--- src/rtl/nrisc_int_ctrl.sv ---
// Fixed-priority interrupt controller: per-source synchronizer + edge detect,
// sticky pending bits, enable mask, and an IDLE/REQ/SERVICE handshake with the core.
module nrisc_int_ctrl #(
  parameter logic [7:0] CH_BASE = 8'h00,
  parameter int         N_SRC   = 8
) (
  input  logic             clk,
  input  logic             rst,
  input  logic [N_SRC-1:0] INT_req,
  input  logic             INT_en_wr,
  input  logic [N_SRC-1:0] INT_en_data,
  input  logic             INT_ack,
  input  logic             INT_eoi,
  output logic             INTERRUPT_flag,
  output logic [7:0]       INTERRUPT_ch,
  output logic [N_SRC-1:0] INT_pending,
  output logic             INT_busy
);

  typedef enum logic [1:0] {IDLE, REQ, SERVICE} state_t;

  state_t             state_q, state_d;
  logic [N_SRC-1:0]   sync1_q, sync1_d;
  logic [N_SRC-1:0]   sync2_q, sync2_d;
  logic [N_SRC-1:0]   sync3_q, sync3_d;
  logic [1:0]         settle_q, settle_d;
  logic [N_SRC-1:0]   en_q, en_d;
  logic [N_SRC-1:0]   pending_q, pending_d;
  logic [2:0]         sel_q, sel_d;
  logic               flag_q, flag_d;
  logic [7:0]         ch_q, ch_d;
  logic               busy_q, busy_d;

  logic               settled;
  logic [N_SRC-1:0]   rise;
  logic [7:0]         cand8, en8, clr8;
  logic [2:0]         win_idx;
  logic               win_any;

  always_comb begin
    sync1_d = INT_req;
    sync2_d = sync1_q;
    sync3_d = sync2_q;

    // Edge detection is held off until the third flop holds a real sample,
    // so a line already high when reset releases is not taken as a new edge.
    settled  = (settle_q == 2'd3);
    settle_d = settled ? settle_q : settle_q + 2'd1;
    rise     = sync2_q & ~sync3_q & {N_SRC{settled}};

    en_d = INT_en_wr ? INT_en_data : en_q;

    cand8 = '0;
    cand8[N_SRC-1:0] = pending_q & en_q;
    en8 = '0;
    en8[N_SRC-1:0] = en_d;

    win_any = |cand8;
    win_idx = 3'd0;
    for (int i = 7; i >= 0; i--) begin
      if (cand8[i]) win_idx = 3'(i);
    end

    clr8    = '0;
    state_d = state_q;
    sel_d   = sel_q;
    flag_d  = flag_q;
    ch_d    = ch_q;
    busy_d  = busy_q;

    case (state_q)
      IDLE: begin
        if (win_any) begin
          state_d = REQ;
          sel_d   = win_idx;
          flag_d  = 1'b1;
          ch_d    = CH_BASE + {5'd0, win_idx};
        end
      end
      REQ: begin
        // Acknowledge takes precedence over a same-cycle disabling write.
        if (INT_ack) begin
          state_d     = SERVICE;
          clr8[sel_q] = 1'b1;
          flag_d      = 1'b0;
          busy_d      = 1'b1;
        end else if (!en8[sel_q]) begin
          state_d = IDLE;
          flag_d  = 1'b0;
        end
      end
      SERVICE: begin
        if (INT_eoi) begin
          state_d = IDLE;
          busy_d  = 1'b0;
        end
      end
      default: begin
        state_d = IDLE;
        flag_d  = 1'b0;
        busy_d  = 1'b0;
      end
    endcase

    // A fresh edge in the acknowledge cycle re-arms the source.
    pending_d = (pending_q & ~clr8[N_SRC-1:0]) | rise;
  end

  always_ff @(posedge clk or posedge rst) begin
    if (rst) begin
      state_q   <= IDLE;
      sync1_q   <= '0;
      sync2_q   <= '0;
      sync3_q   <= '0;
      settle_q  <= 2'd0;
      en_q      <= '0;
      pending_q <= '0;
      sel_q     <= 3'd0;
      flag_q    <= 1'b0;
      ch_q      <= 8'h00;
      busy_q    <= 1'b0;
    end else begin
      state_q   <= state_d;
      sync1_q   <= sync1_d;
      sync2_q   <= sync2_d;
      sync3_q   <= sync3_d;
      settle_q  <= settle_d;
      en_q      <= en_d;
      pending_q <= pending_d;
      sel_q     <= sel_d;
      flag_q    <= flag_d;
      ch_q      <= ch_d;
      busy_q    <= busy_d;
    end
  end

  assign INTERRUPT_flag = flag_q;
  assign INTERRUPT_ch   = ch_q;
  assign INT_pending    = pending_q;
  assign INT_busy       = busy_q;

endmodule
--- config.mk ---
export PLATFORM = sky130hd
export DESIGN_NAME = nrisc_int_ctrl
export DESIGN_NICKNAME = d
export VERILOG_FILES = /design/src/rtl/nrisc_int_ctrl.sv
export SDC_FILE = /design/constraint.sdc
export NUM_CORES = 1
export LEC_CHECK = 0
export ABC_AREA = 0
export BUFFER_PORTS_ARGS = -buffer_cell sky130_fd_sc_hd__buf_2
export CAP_MARGIN = 20
export CORE_MARGIN = 2
export CORE_UTILIZATION = 53
export CTS_CLUSTER_SIZE = 12
export DETAILED_ROUTE_END_ITERATION = 16
export PLACE_DENSITY = 0.82
export SETUP_SLACK_MARGIN = 0.05
export SYNTH_ARGS = -nofsm -noshare
export SYNTH_HDL_FRONTEND = slang
export SYNTH_SLANG_ARGS = --single-unit
--- constraint.sdc ---
create_clock -name clk -period 2 [get_ports clk]
set_input_delay 0.5 -clock clk [delete_from_list [all_inputs] [get_ports clk]]
set_output_delay 0.5 -clock clk [all_outputs]
set_load 0.03 [all_outputs]
==> run metrics, run 1 <==
Fmax 587.1 MHz; Avg WL per Cell 14.37 um; critical path class reg -> out; Worst Path Arrival 1.20 ns; CTS Sinks 49; Syn Inst Count 146; Pwr per Cell Area 1230 mW/mm2; crit path time final 1.703 ns; maximum vdd drop 0.0006823 V; fin area 0.002111 mm2; CTS Hold Bufs 0; Setup Viol. Count Final 0; clock share of power 18.9%; sequential area share after synthesis 65.95%; first-pass GRT wire length 5706 um; CTS clk-pin slew, worst paths 0.15 ns; DP HPWL 2446 um; Post-Syn Area 0.001859 mm2; Combinational Power Share 29.4%; Critical Path, Cell by Cell buf_2; Synth Warn # 0; Post-CTS Resized 0; switch share 39.33%; Initial DRC Count 110; maxcap violations 0; Yosys top cell by area dfrtp_1; Internal Pwr Total 1.575 mW; largest net degree at the start of global routing 50; die height 63.23 um; Routability Congestion 0.8472; Slew @ Worst Pin 0.5757 ns; IO Pins 39; slowest stage cell, crit path dfrtp_1; leakage power 0.9406 nW; Hold Path Class in -> reg; syn_area_per_cell 12.73 um2; Total Wirelength 3304 um; final net count 205; full die area 0.003998 mm2; CP bufs+invs 1; Worst Skew 0.01026 ns; buffer depth of the longest clock path 2; setup TNS 0 ns; Via Count 1210; via density per instance 5.261; Synth area leaders dfrtp_1, nand2_1, mux2_4; Post-DP Area 0.002044 mm2; Final Max Slew Viols 0; nature of the critical path endpoint primary output; CP Launch Type register; number of global-route vias before repair 1247; share of cells above drive strength 1 28.26%; Cell Count, Final, Fillers Out 230; flops & latches, synth 49; Final Hold Vio Count 0; Yosys cell types 30; Routed Antenna Nets 0; IO buf count 33; outcome finished clean; period utilisation layout 85.16%; drt pass-1 iters 4; max incr delay on CP 0.57 ns; CP required 1.50 ns; Post-CTS Setup Bufs 0; crit path max fanout 11; total track usage 18.65%; DRC violations left 0; post-synth top area share 65.95%; DP Cell Count 222; gr ovfl total 0; H-tree depth 2; Root Buffer Master clkbuf_4; starting density of the core 55.28%; core area 0.003363 mm2; Die W 63.23 um; cts bufs inserted 5; Cell Rows 21; area delta synth->final 13.53%; worst skew pair latency 0.37 ns; fin util 62.76%; CTS tree built; unrepaired setup endpoints after global routing no; Slew HR 61.62%; initial antenna violation count 0; Flop pwr share 51.7%; switching pwr 1.021 mW; Top Family by Delay on Critical Path flip-flops; n_diodes 0
==> final timing paths <==
check / startpoint / to / slack, ns / cells past startpoint
max: sel_q[0]$_DFFE_PP0P_ / INTERRUPT_ch[0] / 0.30 / 1
max reg2reg: INT_pending[2]$_DFF_PP0_ / sel_q[0]$_DFFE_PP0P_ / 0.53 / 5
min reg2reg: sync1_q[6]$_DFF_PP0_ / sync2_q[6]$_DFF_PP0_ / 0.37 / 0
min: INT_req[7] / sync1_q[7]$_DFF_PP0_ / 0.22 / 1
max in group asynchronous: rst / INT_pending[5]$_DFF_PP0_ / 1.37 / 3
min in group asynchronous: rst / sync3_q[1]$_DFF_PP0_ / 0.24 / 3
==> cells in the final DEF, fill, tap and decap left out, types with 3 or more instances in the layout <==
master,count
a21oi_1,6
o22ai_1,3
a22oi_1,5
conb_1,5
nand2_1,22
nor2_1,3
dfrtp_1,49
mux2_4,5
buf_2,33
o21ai_1,9
clkbuf_4,5
nand2b_1,4
mux2_2,4
nand3b_1,8
==> cells by family (layout without fill, tap and decap cells) <==
| kind of cell | after synthesis | in the layout | synth area share [%] |
|---|---|---|---|
| DFF | 49 | 49 | 65.95 |
| and+or+nand+nor | 42 | 42 | 11.31 |
| AOI/OAI and AO/OA | 32 | 32 | 11.10 |
| buffers and inverters | 11 | 45 | 3.835 |
| muxes | 9 | 9 | 6.460 |
| adders and majority gates | 1 | 1 | 0.6728 |
| other | 1 | 5 | 0.2017 |
| xor gates and xnor gates | 1 | 1 | 0.4711 |
==> cells in the mapped netlist, drive strengths merged <==
master,count
a21o,1
a21oi,6
a22o,1
a22oi,5
a32o,1
and2,1
buf,7
clkbuf,1
conb,1
dfrtp,49
ha,1
inv,3
mux2,9
nand2,22
nand2b,4
nand3b,8
nor2,3
nor3,1
nor3b,1
o21ai,11
o221ai,2
o22ai,3
o31ai,2
or2,1
or3,1
xnor2,1
==> stage by stage <==
| step | power (mW) | setup WS, ns | hold WS (ns) |
|---|---|---|---|
| floorplan | 1.893 | 0.3272 | 0.3312 |
| global placement | 2.093 | 0.3406 | 0.3317 |
| finish | 2.597 | 0.2968 | 0.2217 |
| CTS | 2.610 | 0.2914 | 0.2119 |
| global route | 2.763 | 0.2187 | 0.1887 |
| detailed placement | 2.121 | 0.2969 | 0.3356 |
==> sequential cells by signal (all words and copies together), names as in the netlist <==
register / cells
en_q: 8
INT_pending: 8
settle_q: 2
sel_q: 3
sync1_q: 8
INTERRUPT_flag: 1
state_q: 2
sync3_q: 8
INT_busy: 1
sync2_q: 8
==> power groups by stage <==
stage	sequential [mW]	combinational, mW	clock, mW
after detailed placement	1.35	0.767	0
final	1.34	0.764	0.492
after global placement	1.34	0.750	0
after global routing	1.37	0.838	0.557
after CTS	1.33	0.770	0.507
after floorplan	1.48	0.418	0
==> layer usage <==
| layer | wire length (um) | GRT usage (%) | up-vias |
|---|---|---|---|
| met2 | 1684 | 30.85 | 42 |
| met4 | 32 | 4.891 | 0 |
| li1 | - | - | 571 |
| met5 | 0 | 0 | - |
| met1 | 1365 | 23.92 | 593 |
| met3 | 221 | 6.071 | 4 |
==> area by class of cell <==
class / instances / area [um2]
timing repair buffer: 34 / 172.7
sequential: 49 / 1226
clock buffer: 5 / 37.54
inverter: 3 / 11.26
multi-input combinational: 90 / 576.8
clock inverter: 3 / 28.78
tap: 46 / 57.56
fill: 301 / 1252
Power figures use the tool's default switching activity.
==> inputs of run 2 (changes only) <==
CORE_UTILIZATION = 35   (was 53)
PLACE_DENSITY = 0.66   (was 0.82)
==> run 2 against run 1 <==
Against the previous run: clock power grew 46%; largest power group unchanged; clock-buffer cell count grew 2; sequential share of layout area shrank 2.4 points; combinational power shrank 0.8%; maximum frequency grew 3.5%; hold slack gained 0.0043 ns; first-iteration DRC count shrank 53%; sequential cell count is the same; clock skew shrank 0.0022 ns; final area grew 4.4%; critical endpoint unchanged; die area grew 48%; highest routed layer unchanged.
==> run metrics, run 2 (synthesis results as in run 1) <==
final net count 205 (unchanged); worst skew pair latency 0.30 ns (was 0.37 ns); number of global-route vias before repair 1146 (was 1247); Total Wirelength 3162 um (was 3304 um); Die W 76.89 um (was 63.23 um); reg-to-reg critical path startpoint INT_pending[2]$_DFF_PP0_ (unchanged); n_diodes 0 (unchanged); flop2flop setup slack 0.56 ns (was 0.53 ns); H-tree depth 2 (unchanged); Pwr per Cell Area 1277 mW/mm2 (was 1230 mW/mm2); crit path max fanout 11 (unchanged); nature of the critical path endpoint primary output (unchanged); slowest stage cell, crit path dfrtp_1 (unchanged); starting density of the core 36.40% (was 55.28%); full die area 0.005911 mm2 (was 0.003998 mm2); Worst Skew 0.008097 ns (was 0.01026 ns); area of the multi-input gates 576.8 um2 (unchanged); most common cell after layout, fill and taps aside dfrtp_1 (unchanged); maximum vdd drop 0.0005148 V (was 0.0006823 V); Setup Viol. Count Final 0 (unchanged); via density per instance 4.598 (was 5.261); CTS Hold Bufs 0 (unchanged); largest net degree at the start of global routing 27 (was 50); gr ovfl total 0 (unchanged); outcome finished clean (unchanged); unrepaired setup endpoints after global routing no (unchanged); Initial DRC Count 52 (was 110); Critical Path, Cell by Cell buf_2 (unchanged); IO buf count 33 (unchanged); die height 76.89 um (was 63.23 um); Routed Antenna Nets 0 (unchanged); leakage power 0.9682 nW (was 0.9406 nW); Hold Path Class in -> async (was in -> reg); Slew HR 64.89% (was 61.62%); initial antenna violation count 0 (unchanged); reg2reg path depth 5 (unchanged); drt pass-1 iters 4 (unchanged); DRC violations left 0 (unchanged); Final Max Slew Viols 0 (unchanged); cts bufs inserted 5 (unchanged); Critical path destination INTERRUPT_ch[0] (unchanged); CTS clk-pin slew, worst paths 0.09 ns (was 0.15 ns); Post-CTS Resized 0 (unchanged); DP HPWL 2312 um (was 2446 um); first-pass GRT wire length 5568 um (was 5706 um); CTS Sinks 49 (unchanged); total track usage 12.24% (was 18.65%); most frequent cells in the layout dfrtp_1, buf_2, nand2_1 (unchanged); critical path class reg -> out (unchanged); Reg area 0.001226 mm2 (unchanged); Slew @ Worst Pin 0.5259 ns (was 0.5757 ns); Root Buffer Master clkbuf_8 (was clkbuf_4); crit path time final 1.646 ns (was 1.703 ns); Post-CTS Setup Bufs 0 (unchanged); Avg WL per Cell 12.45 um (was 14.37 um); buffer depth of the longest clock path 2 (unchanged); Post-DP Area 0.002087 mm2 (was 0.002044 mm2); max incr delay on CP 0.57 ns (about the same); Crit path depth 1 (unchanged); overall power 2.813 mW (was 2.597 mW); WHS 0.2260 ns (was 0.2217 ns); CP required 1.50 ns (about the same); Worst Path Arrival 1.15 ns (was 1.20 ns); Final Hold Vio Count 0 (unchanged); Top Family by Delay on Critical Path flip-flops (unchanged); fill cell count 493 (was 301); worst r2r dst sel_q[0]$_DFFE_PP0P_ (unchanged); maxcap violations 0 (unchanged); Via Count 1168 (was 1210); share of cells above drive strength 1 28.26% (unchanged); core area 0.005107 mm2 (was 0.003363 mm2); CTS tree built (unchanged); period utilisation layout 82.30% (was 85.16%); crit path from sel_q[0]$_DFFE_PP0P_ (unchanged); CP bufs+invs 1 (unchanged); Cell Rows 26 (was 21); fin area 0.002203 mm2 (was 0.002111 mm2); Fmax 607.5 MHz (was 587.1 MHz); IO Pins 39 (unchanged); setup TNS 0 ns (unchanged); CP Launch Type register (unchanged); Routability Congestion 0.9014 (was 0.8472); fin util 43.14% (was 62.76%); area delta synth->final 18.51% (was 13.53%)
## run 2: worst min-delay path by stage
stage	from	end	slack, ns
2_1_floorplan	sync1_q[0]$_DFF_PP0_	sync2_q[0]$_DFF_PP0_	0.33
3_3_place_gp	sync1_q[7]$_DFF_PP0_	sync2_q[7]$_DFF_PP0_	0.33
3_5_place_dp	sync1_q[0]$_DFF_PP0_	sync2_q[0]$_DFF_PP0_	0.34
4_1_cts	rst	INT_pending[0]$_DFF_PP0_	0.24
5_1_grt	rst	sync1_q[0]$_DFF_PP0_	0.26
6_report	rst	sel_q[1]$_DFFE_PP0P_	0.23
## run 2: area by class of cell
| type | instances | share of cell area (%) |
|---|---|---|
| flip-flops and latches | 49 | 55.65 |
| multi-input cells | 90 | 26.18 |
| clock buffers | 7 | 3.918 |
| repair buffers | 34 | 8.404 |
| well taps | 70 | 3.975 |
| clock inverters | 1 | 1.363 |
| inverters | 3 | 0.5111 |
## run 2: metal layers
metal / vias up / wire, um / GRT usage (%)
met5: - / 0 / 0
met4: 0 / 49 / 6.000
met3: 5 / 197 / 3.647
met2: 32 / 1446 / 17.98
met1: 551 / 1468 / 16.48
li1: 580 / - / -
## run 2: where the power goes
group	switching (mW)	total, mW	internal [mW]	leakage, nW
registers	0.191	1.34	1.15	0.547
clock network	0.311	0.718	0.408	0.0585
logic	0.480	0.758	0.278	0.363
## run 2: through the flow
stage | instances | setup slack (ns)
2_1_floorplan | 150 | 0.3272
3_3_place_gp | 246 | 0.3191
3_5_place_dp | 246 | 0.3167
4_1_cts | 254 | 0.3429
5_1_grt | 254 | 0.2886
6_report | 254 | 0.3540
==> inputs of run 3 (changes only) <==
PLACE_DENSITY = 0.68   (was 0.66)
clock period = 1.45 ns   (was 2 ns; I/O delays follow)
==> run 3 against run 2 <==
Against the previous run: hold slack got worse by 0.21 ns; final cell count is 3.1% higher; combinational power grew 95%; setup slack lost 0.26 ns; routed wire length up 15%; largest cell class unchanged; largest power group unchanged.
==> run metrics, run 3 (synthesis results as in run 1) <==
outcome finished clean (unchanged); CTS clk-pin slew, worst paths 0.09 ns (about the same); nature of the critical path endpoint register (was primary output); fin util 46.06% (was 43.14%); Flop pwr share 44.5% (was 47.5%); IO buf count 33 (unchanged); Final Hold Vio Count 0 (unchanged); n_diodes 0 (unchanged); leakage power 1.013 nW (was 0.9682 nW); slack of the critical path 0.09595 ns (was 0.3540 ns); reg-to-reg critical path startpoint sel_q[2]$_DFFE_PP0P_ (was INT_pending[2]$_DFF_PP0_); CP Launch Type register (unchanged); Setup Viol. Count Final 0 (unchanged); maximum vdd drop 0.0008445 V (was 0.0005148 V); Via Count 1211 (was 1168); IO Pins 39 (unchanged); setup TNS 0 ns (unchanged); switch share 37.10% (was 34.92%); Hold Path Class in -> async (unchanged); worst r2r dst INTERRUPT_flag$_DFFE_PP0P_ (was sel_q[0]$_DFFE_PP0P_); Routability Congestion 0.8834 (was 0.9014); crit path max fanout 6 (was 11); Place WS -0.1243 ns (was 0.3167 ns); critical path class reg -> reg (was reg -> out); most common cell after layout, fill and taps aside dfrtp_1 (unchanged); Final Max Slew Viols 0 (unchanged); buffer depth of the longest clock path 2 (unchanged); Internal Pwr Total 2.610 mW (was 1.830 mW); flop2flop setup slack 0.1 ns (was 0.56 ns); worst skew pair latency 0.30 ns (about the same); Die W 76.89 um (unchanged); cts bufs inserted 5 (unchanged); Pwr per Cell Area 1764 mW/mm2 (was 1277 mW/mm2); gr ovfl total 0 (unchanged); crit path time final 1.354 ns; via density per instance 4.622 (was 4.598); core area 0.005107 mm2 (unchanged); CTS tree built (unchanged); clock share of power 19.9% (was 25.5%); maxcap violations 0 (unchanged); drt pass-1 iters 4 (unchanged); fill cell count 470 (was 493); total track usage 12.90% (was 12.24%); largest net degree at the start of global routing 38 (was 27); Initial DRC Count 86 (was 52); Worst Path Arrival 1.55 ns (was 1.15 ns); first-pass GRT wire length 5885 um (was 5568 um); Fmax 738.5 MHz; starting density of the core 36.40% (unchanged); Total Wirelength 3644 um (was 3162 um); CP required 1.64 ns (was 1.50 ns); Critical path destination INTERRUPT_flag$_DFFE_PP0P_ (was INTERRUPT_ch[0]); most frequent cells in the layout dfrtp_1, buf_2, nand2_1 (unchanged); Root Buffer Master clkbuf_8 (unchanged); reg2reg path depth 5 (unchanged); area delta synth->final 26.51% (was 18.51%); number of global-route vias before repair 1244 (was 1146); Combinational Power Share 35.6% (was 26.9%); Worst Skew 0.007750 ns (was 0.008097 ns); DP HPWL 2518 um (was 2312 um); unrepaired setup endpoints after global routing yes (was no); Cell Count, Final, Fillers Out 262 (was 254); full die area 0.005911 mm2 (unchanged); share of cells above drive strength 1 39.58% (was 28.26%); Routed Antenna Nets 0 (unchanged); switching pwr 1.540 mW (was 0.9823 mW); overall power 4.149 mW (was 2.813 mW); Avg WL per Cell 13.91 um (was 12.45 um); period utilisation layout 93.38%; DRC violations left 0 (unchanged); DP Cell Count 250 (was 246); CTS Sinks 49 (unchanged); Cell Rows 26 (unchanged); crit path from sel_q[2]$_DFFE_PP0P_ (was sel_q[0]$_DFFE_PP0P_); H-tree depth 2 (unchanged); initial antenna violation count 0 (unchanged); die height 76.89 um (unchanged); final net count 213 (was 205)
## run 3: what timing repair did
action,in CTS,in global routing
resized for setup,2,17
pin swaps,0,4
hold buffers,0,0
setup endpoints to repair,4,8
endpoints found under the hold margin,0,0
setup buffers,1,3
## run 3: worst max-delay path, cell delays in order, from the launching register on
cell and delay (ns):
dfrtp_2 0.47, or2_4 0.29, o221ai_4 0.19, o22ai_2 0.10
o21ai_1 0.14, nand2_1 0.06
## run 3: worst min path at each step
stage | cells after the start | endpoint | startpoint | slack [ns]
floorplan | 0 | sync2_q[0]$_DFF_PP0_ | sync1_q[0]$_DFF_PP0_ | 0.33
finish | 2 | en_q[4]$_DFF_PP0_ | rst | 0.01
global route | 2 | INTERRUPT_flag$_DFFE_PP0P_ | rst | 0.02
detailed placement | 0 | sync2_q[1]$_DFF_PP0_ | sync1_q[1]$_DFF_PP0_ | 0.33
CTS | 2 | INT_pending[6]$_DFF_PP0_ | rst | 0.01
global placement | 0 | sync2_q[4]$_DFF_PP0_ | sync1_q[4]$_DFF_PP0_ | 0.33
## run 3: routing by layer
metal | GRT usage (%) | share of wire (%) | wire [um] | vias to the layer above
li1 | - | - | - | 585
met1 | 17.24 | 45 | 1653 | 579
met2 | 19.74 | 47 | 1703 | 43
met3 | 3.647 | 6.8 | 246 | 4
met4 | 5.273 | 1.2 | 42 | 0
met5 | 0 | 0 | 0 | -
## run 3: power by group through the flow
stage          registers [mW]  clock network [mW]  logic, mW
2_1_floorplan            2.04                   0      0.587
3_3_place_gp             1.85                   0       1.15
3_5_place_dp             1.86                   0       1.18
4_1_cts                  1.84               0.852       1.21
5_1_grt                  1.88               0.913       1.60
6_report                 1.84               0.827       1.48
## run 3: cell type report
class	instances	area, um2	area share, %
repair buffers	42	264.0	11.22
clock buffers	6	82.58	3.511
inverters	3	15.01	0.6383
flip-flops and latches	49	1231	52.34
multi-input cells	90	658.1	27.98
well taps	70	87.58	3.723
clock inverters	2	13.76	0.5851
## run 3: through the flow
| step | instance area [um2] | hold WS [ns] |
|---|---|---|
| 4_1_cts | 2237 | 0.01460 |
| 3_3_place_gp | 2127 | 0.3317 |
| 3_5_place_dp | 2127 | 0.3347 |
| 5_1_grt | 2352 | 0.01923 |
| 2_1_floorplan | 1888 | 0.3312 |
| 6_report | 2352 | 0.01184 |
